===== src/rtl/clken_sched.sv =====
// Clock-enable scheduler: divides the board clock into a one-cycle clken strobe,
// sequences the datapath reset and switches divisors only on period boundaries.
module clken_sched #(
  parameter int WIDTH       = 8,
  parameter int DEFAULT_DIV = 3,
  parameter int HOLD_PULSES = 16
) (
  input  logic             fullclock,
  input  logic             reset,
  input  logic             div_req_valid,
  input  logic [WIDTH-1:0] div_req_value,
  output logic             div_req_ready,
  output logic [WIDTH-1:0] active_div,
  output logic             clken,
  output logic             dp_reset,
  output logic             running
);

  localparam logic [WIDTH-1:0] RESET_DIV = (DEFAULT_DIV == 0) ? WIDTH'(1) : WIDTH'(DEFAULT_DIV);
  localparam int HOLD_W = (HOLD_PULSES < 2) ? 1 : $clog2(HOLD_PULSES);
  localparam logic [HOLD_W-1:0] HOLD_LAST = HOLD_W'(HOLD_PULSES - 1);

  typedef enum logic [1:0] {S_HOLD, S_RUN, S_DRAIN} state_t;

  state_t            state_reg, state_next;
  logic [WIDTH-1:0]  cnt_reg, cnt_next;
  logic [HOLD_W-1:0] hold_cnt_reg, hold_cnt_next;
  logic [WIDTH-1:0]  pending_reg, pending_next;
  logic [WIDTH-1:0]  div_reg, div_next;
  logic              clken_reg, clken_next;
  logic              dp_reset_reg, dp_reset_next;
  logic              ready_reg, ready_next;
  logic              running_reg, running_next;

  logic              period_end;
  logic [WIDTH-1:0]  req_clamped;

  assign period_end  = (cnt_reg == div_reg - WIDTH'(1));
  assign req_clamped = (div_req_value == '0) ? WIDTH'(1) : div_req_value;

  always_comb begin
    state_next    = state_reg;
    cnt_next      = period_end ? '0 : cnt_reg + WIDTH'(1);
    clken_next    = period_end;
    hold_cnt_next = hold_cnt_reg;
    pending_next  = pending_reg;
    div_next      = div_reg;
    dp_reset_next = dp_reset_reg;
    ready_next    = ready_reg;
    running_next  = running_reg;

    case (state_reg)
      S_HOLD: begin
        if (clken_reg) begin
          if (hold_cnt_reg == HOLD_LAST) begin
            state_next    = S_RUN;
            hold_cnt_next = '0;
            dp_reset_next = 1'b0;
            ready_next    = 1'b1;
            running_next  = 1'b1;
          end else begin
            hold_cnt_next = hold_cnt_reg + HOLD_W'(1);
          end
        end
      end
      S_RUN: begin
        if (div_req_valid && ready_reg) begin
          pending_next = req_clamped;
          state_next   = S_DRAIN;
          ready_next   = 1'b0;
          running_next = 1'b0;
        end
      end
      S_DRAIN: begin
        // The old period just ended; restart the counter phase-aligned so the
        // first new strobe lands exactly pending cycles after the last old one.
        if (clken_reg) begin
          div_next      = pending_reg;
          cnt_next      = (pending_reg == WIDTH'(1)) ? '0 : WIDTH'(1);
          clken_next    = (pending_reg == WIDTH'(1));
          hold_cnt_next = '0;
          dp_reset_next = 1'b1;
          state_next    = S_HOLD;
        end
      end
      default: begin
        state_next = S_HOLD;
      end
    endcase
  end

  always_ff @(posedge fullclock or posedge reset) begin
    if (reset) begin
      state_reg    <= S_HOLD;
      cnt_reg      <= '0;
      hold_cnt_reg <= '0;
      pending_reg  <= '0;
      div_reg      <= RESET_DIV;
      clken_reg    <= 1'b0;
      dp_reset_reg <= 1'b1;
      ready_reg    <= 1'b0;
      running_reg  <= 1'b0;
    end else begin
      state_reg    <= state_next;
      cnt_reg      <= cnt_next;
      hold_cnt_reg <= hold_cnt_next;
      pending_reg  <= pending_next;
      div_reg      <= div_next;
      clken_reg    <= clken_next;
      dp_reset_reg <= dp_reset_next;
      ready_reg    <= ready_next;
      running_reg  <= running_next;
    end
  end

  assign div_req_ready = ready_reg;
  assign active_div    = div_reg;
  assign clken         = clken_reg;
  assign dp_reset      = dp_reset_reg;
  assign running       = running_reg;

endmodule


===== config.mk =====
export PLATFORM = sky130hd
export DESIGN_NAME = clken_sched
export DESIGN_NICKNAME = d
export VERILOG_FILES = /design/src/rtl/clken_sched.sv
export SDC_FILE = /design/constraint.sdc
export NUM_CORES = 1
export LEC_CHECK = 0
export BUFFER_PORTS_ARGS = -buffer_cell sky130_fd_sc_hd__buf_2
export CAP_MARGIN = 20
export CORE_MARGIN = 2
export CORE_UTILIZATION = 50
export DETAILED_ROUTE_END_ITERATION = 6
export PLACE_DENSITY = 0.81
export SLEW_MARGIN = 20
export SYNTH_ARGS = -nofsm -noshare
export SYNTH_HDL_FRONTEND = slang
export SYNTH_SLANG_ARGS = --single-unit

===== constraint.sdc =====
create_clock -name fullclock -period 2.01 [get_ports fullclock]
set_input_delay 0.5025 -clock fullclock [delete_from_list [all_inputs] [get_ports fullclock]]
set_output_delay 0.5025 -clock fullclock [all_outputs]
set_load 0.05 [all_outputs]

==> impl_metrics.toml <==
[outcome]
outcome = "finished, violations left"
violations = "negative setup slack"

[timing]
rsz0062_at_grt = "true"
fin_worst_skew_ns = 0.007789
report.final.hold_viol_count = 0
timing.fmax_mhz = 474.7
final-setup-viol-count = 7
finalCriticalPeriod_ns = 2.107
setup_slack_ns = -0.09659
whs_ns = 0.2229
tightest_slew_ns = 0.5186
final_max_slew_viol_count = 0
tns_ns = -0.5622
period_share_pct = 104.8
maxSlewHeadroom_pct = 65.24

[grt]
antenna_found_initial = 0
grt_use_total_pct = 19.86
grt_start_max_net_pins = 34
grt_pass1_vias = 1323
grt_first_pass_wirelength_um = 6044
grt_overflow_total = 0

[layout]
drive_gt1_share_pct = 36.41
fin_util_pct = 60.88
n_antenna_cell = 0
finalNonFillerCells = 230
syn2layout_area_growth_pct = 17.76
nets = 197

[worst_setup_path]
crit_type = "flop to flop"
crit_chain = "or4_4 > and4bb_1 > a311oi_2 > a221o_2 > and3_1"
path_max_fanout = 7
worst_ep_arrival_time_ns = 2.34
crit_cells = 5
start_kind = "flop"
crit_required_ns = 2.24
r2r_cells = 5
slowest_delay_ns = 0.56
cp-end-kind = "flop"
critPathSlowestCell = "or4_4"
crit_family = "simple AND/OR/NAND/NOR gates"
critical_path_buf_inv_count = 0

[placement]
dp_hpwl_um = 2548
io_buffers = 22
gp_congestion = 0.8198
dpl_worst_slack_ns = -0.08586
dp_cells = 222

[synthesis]
synth_commonest_cells = "dfrtp_1, mux2_2, o21ai_0"
synth_cells = 154
seq_area_frac_synth_pct = 48.46
netlist_area_um2 = 1712
synth_area_per_cell_um2 = 11.11
yosys.area.top_type = "dfrtp_1"
synth_most_common_cell = "dfrtp_1"
ys.flop_type = "dfrtp_1"
async_reset_ff_share_pct = 100.0
ys_types = 42
synth.area.top_cells = "dfrtp_1, mux2_2, dfstp_2"
synth_edf_count = 0
synth-seq-cells = 33
syn_nets = 168
netlist.area_leader.share_pct = 43.86
yosys_warnings = 0

[cts]
cts_max_level = 2
post_cts_buffers = 0
clk_pin_slew_ns = 0.10
tritoncts.num_buffers = 5
cts.sinks = 33
cts_tree = "yes"
clk_latency_ns = 0.34
root_buffer = "clkbuf_4"
clk_path_buf_depth = 2

[floorplanning]
ioPinCount = 23
dieHeight_um = 62.51
core_um2 = 3311
dieArea_um2 = 3908
die_w_um = 62.51
rows = 21
start_util_pct = 51.70

[power_and_ir_drop]
ir_worst_vdd_uv = 426.0
p_leak_nw = 0.9610
powerDensity_nw_per_um2 = 597.8

[routing]
dr.pass1.iters = 4
num_vias = 1288
avgViaCountPerCell = 5.600
ant_nets = 0
drc = 0
avgRoutedWirePerCell_um = 14.83
routed_wl_um = 3411
drtIter0Drc = 45

[min_path]
hold_path_class = "input pin to async pin"

[run]
maxCapViolCount = 0
[where the power goes]
part | internal, mW | switching (mW) | leakage, nW | total, mW
Sequential | 0.664 | 0 | 0.423 | 0.664
Combinational | 0.00955 | 0.0181 | 0.493 | 0.0277
Clock | 0.297 | 0.217 | 0.0455 | 0.514
Total | 0.970 | 0.235 | 0.961 | 1.20
[worst min-delay path, cell delays in order]
cell	delay, ns
buf_2	0.09
inv_1	0.04
buf_4	0.35
[cells in the final DEF, fill, tap and decap left out, types with 2 or more instances in the layout]
| master | synthesis | final |
|---|---|---|
| dfrtp_2 | 0 | 2 |
| clkbuf_4 | 0 | 5 |
| buf_2 | 0 | 22 |
| mux2_2 | 15 | 15 |
| nor2_1 | 8 | 7 |
| dfrtp_1 | 30 | 28 |
| nor4_1 | 2 | 2 |
| a21oi_1 | 4 | 4 |
| inv_1 | 4 | 2 |
| nand3_1 | 5 | 5 |
| inv_2 | 0 | 2 |
| nand4b_1 | 2 | 2 |
| and3_1 | 8 | 7 |
| nand2b_1 | 4 | 4 |
| nor3_1 | 4 | 4 |
| buf_4 | 1 | 4 |
| nor3b_1 | 2 | 2 |
| xor2_1 | 5 | 5 |
| o21ai_0 | 10 | 10 |
| ha_1 | 3 | 2 |
| xnor2_1 | 7 | 7 |
| dfstp_2 | 3 | 2 |
| nand2_1 | 8 | 8 |
| nor2b_1 | 4 | 4 |
[area by class of cell]
| class | instances | area (um2) |
|---|---|---|
| Fill cell | 299 | 1295 |
| Tap cell | 46 | 57.56 |
| Clock buffer | 7 | 55.05 |
| Sequential cell | 33 | 835.8 |
| Multi-Input combinational cell | 113 | 882.1 |
| Inverter | 4 | 15.01 |
| Clock inverter | 1 | 30.03 |
| Timing Repair Buffer | 26 | 140.1 |
[per-stage QoR]
stage	instance area (um2)	total power [mW]
6_report	2016	1.205
5_1_grt	2016	1.259
4_1_cts	1999	1.226
3_5_place_dp	1909	0.7052
3_3_place_gp	1909	0.7035
2_1_floorplan	1730	0.6883
[per-layer routing]
metal / vias to the layer above / global-route usage, % / share of wire, %
met5: - / 0 / 0
met4: 0 / 7.778 / 1.9
met3: 8 / 6.486 / 3.6
met2: 21 / 31.85 / 50
met1: 645 / 24.97 / 45
li1: 614 / - / -
[final timing paths]
kind                                      startpoint                          to  slack, ns
setup / recovery           active_div[0]$_DFFE_PP1P_        cnt_reg[6]$_DFF_PP0_       -0.1
hold / removal                                 reset  pending_reg[7]$_DFFE_PP0P_       0.22
setup reg to reg           active_div[0]$_DFFE_PP1P_        cnt_reg[6]$_DFF_PP0_       -0.1
hold reg to reg                 dp_reset$_DFFE_PP1P_        dp_reset$_DFFE_PP1P_       0.49
max in group asynchronous                      reset   active_div[1]$_DFFE_PP1P_       1.46
min in group fullclock              div_req_value[3]  pending_reg[3]$_DFFE_PP0P_       0.41
[kinds of logic (layout without fill, tap and decap cells)]
kind of cell    count (synthesis)  count (layout)  share of synthesized area [%]
flops                          33              33                          48.47
simple gates                   56              56                          19.37
buf+inv                         8              38                          1.974
compound gates                 25              25                          9.795
mux                            16              16                          10.45
fa+ha+maj                       3               3                          2.193
xor+xnor                       13              13                          7.749
[timing repair]
| item | CTS | global route |
|---|---|---|
| hold buffers | 0 | 0 |
| setup endpoints to repair | 9 | 9 |
| pin swaps | 0 | 5 |
| resized for setup | 1 | 5 |
Power figures use the tool's default switching activity.
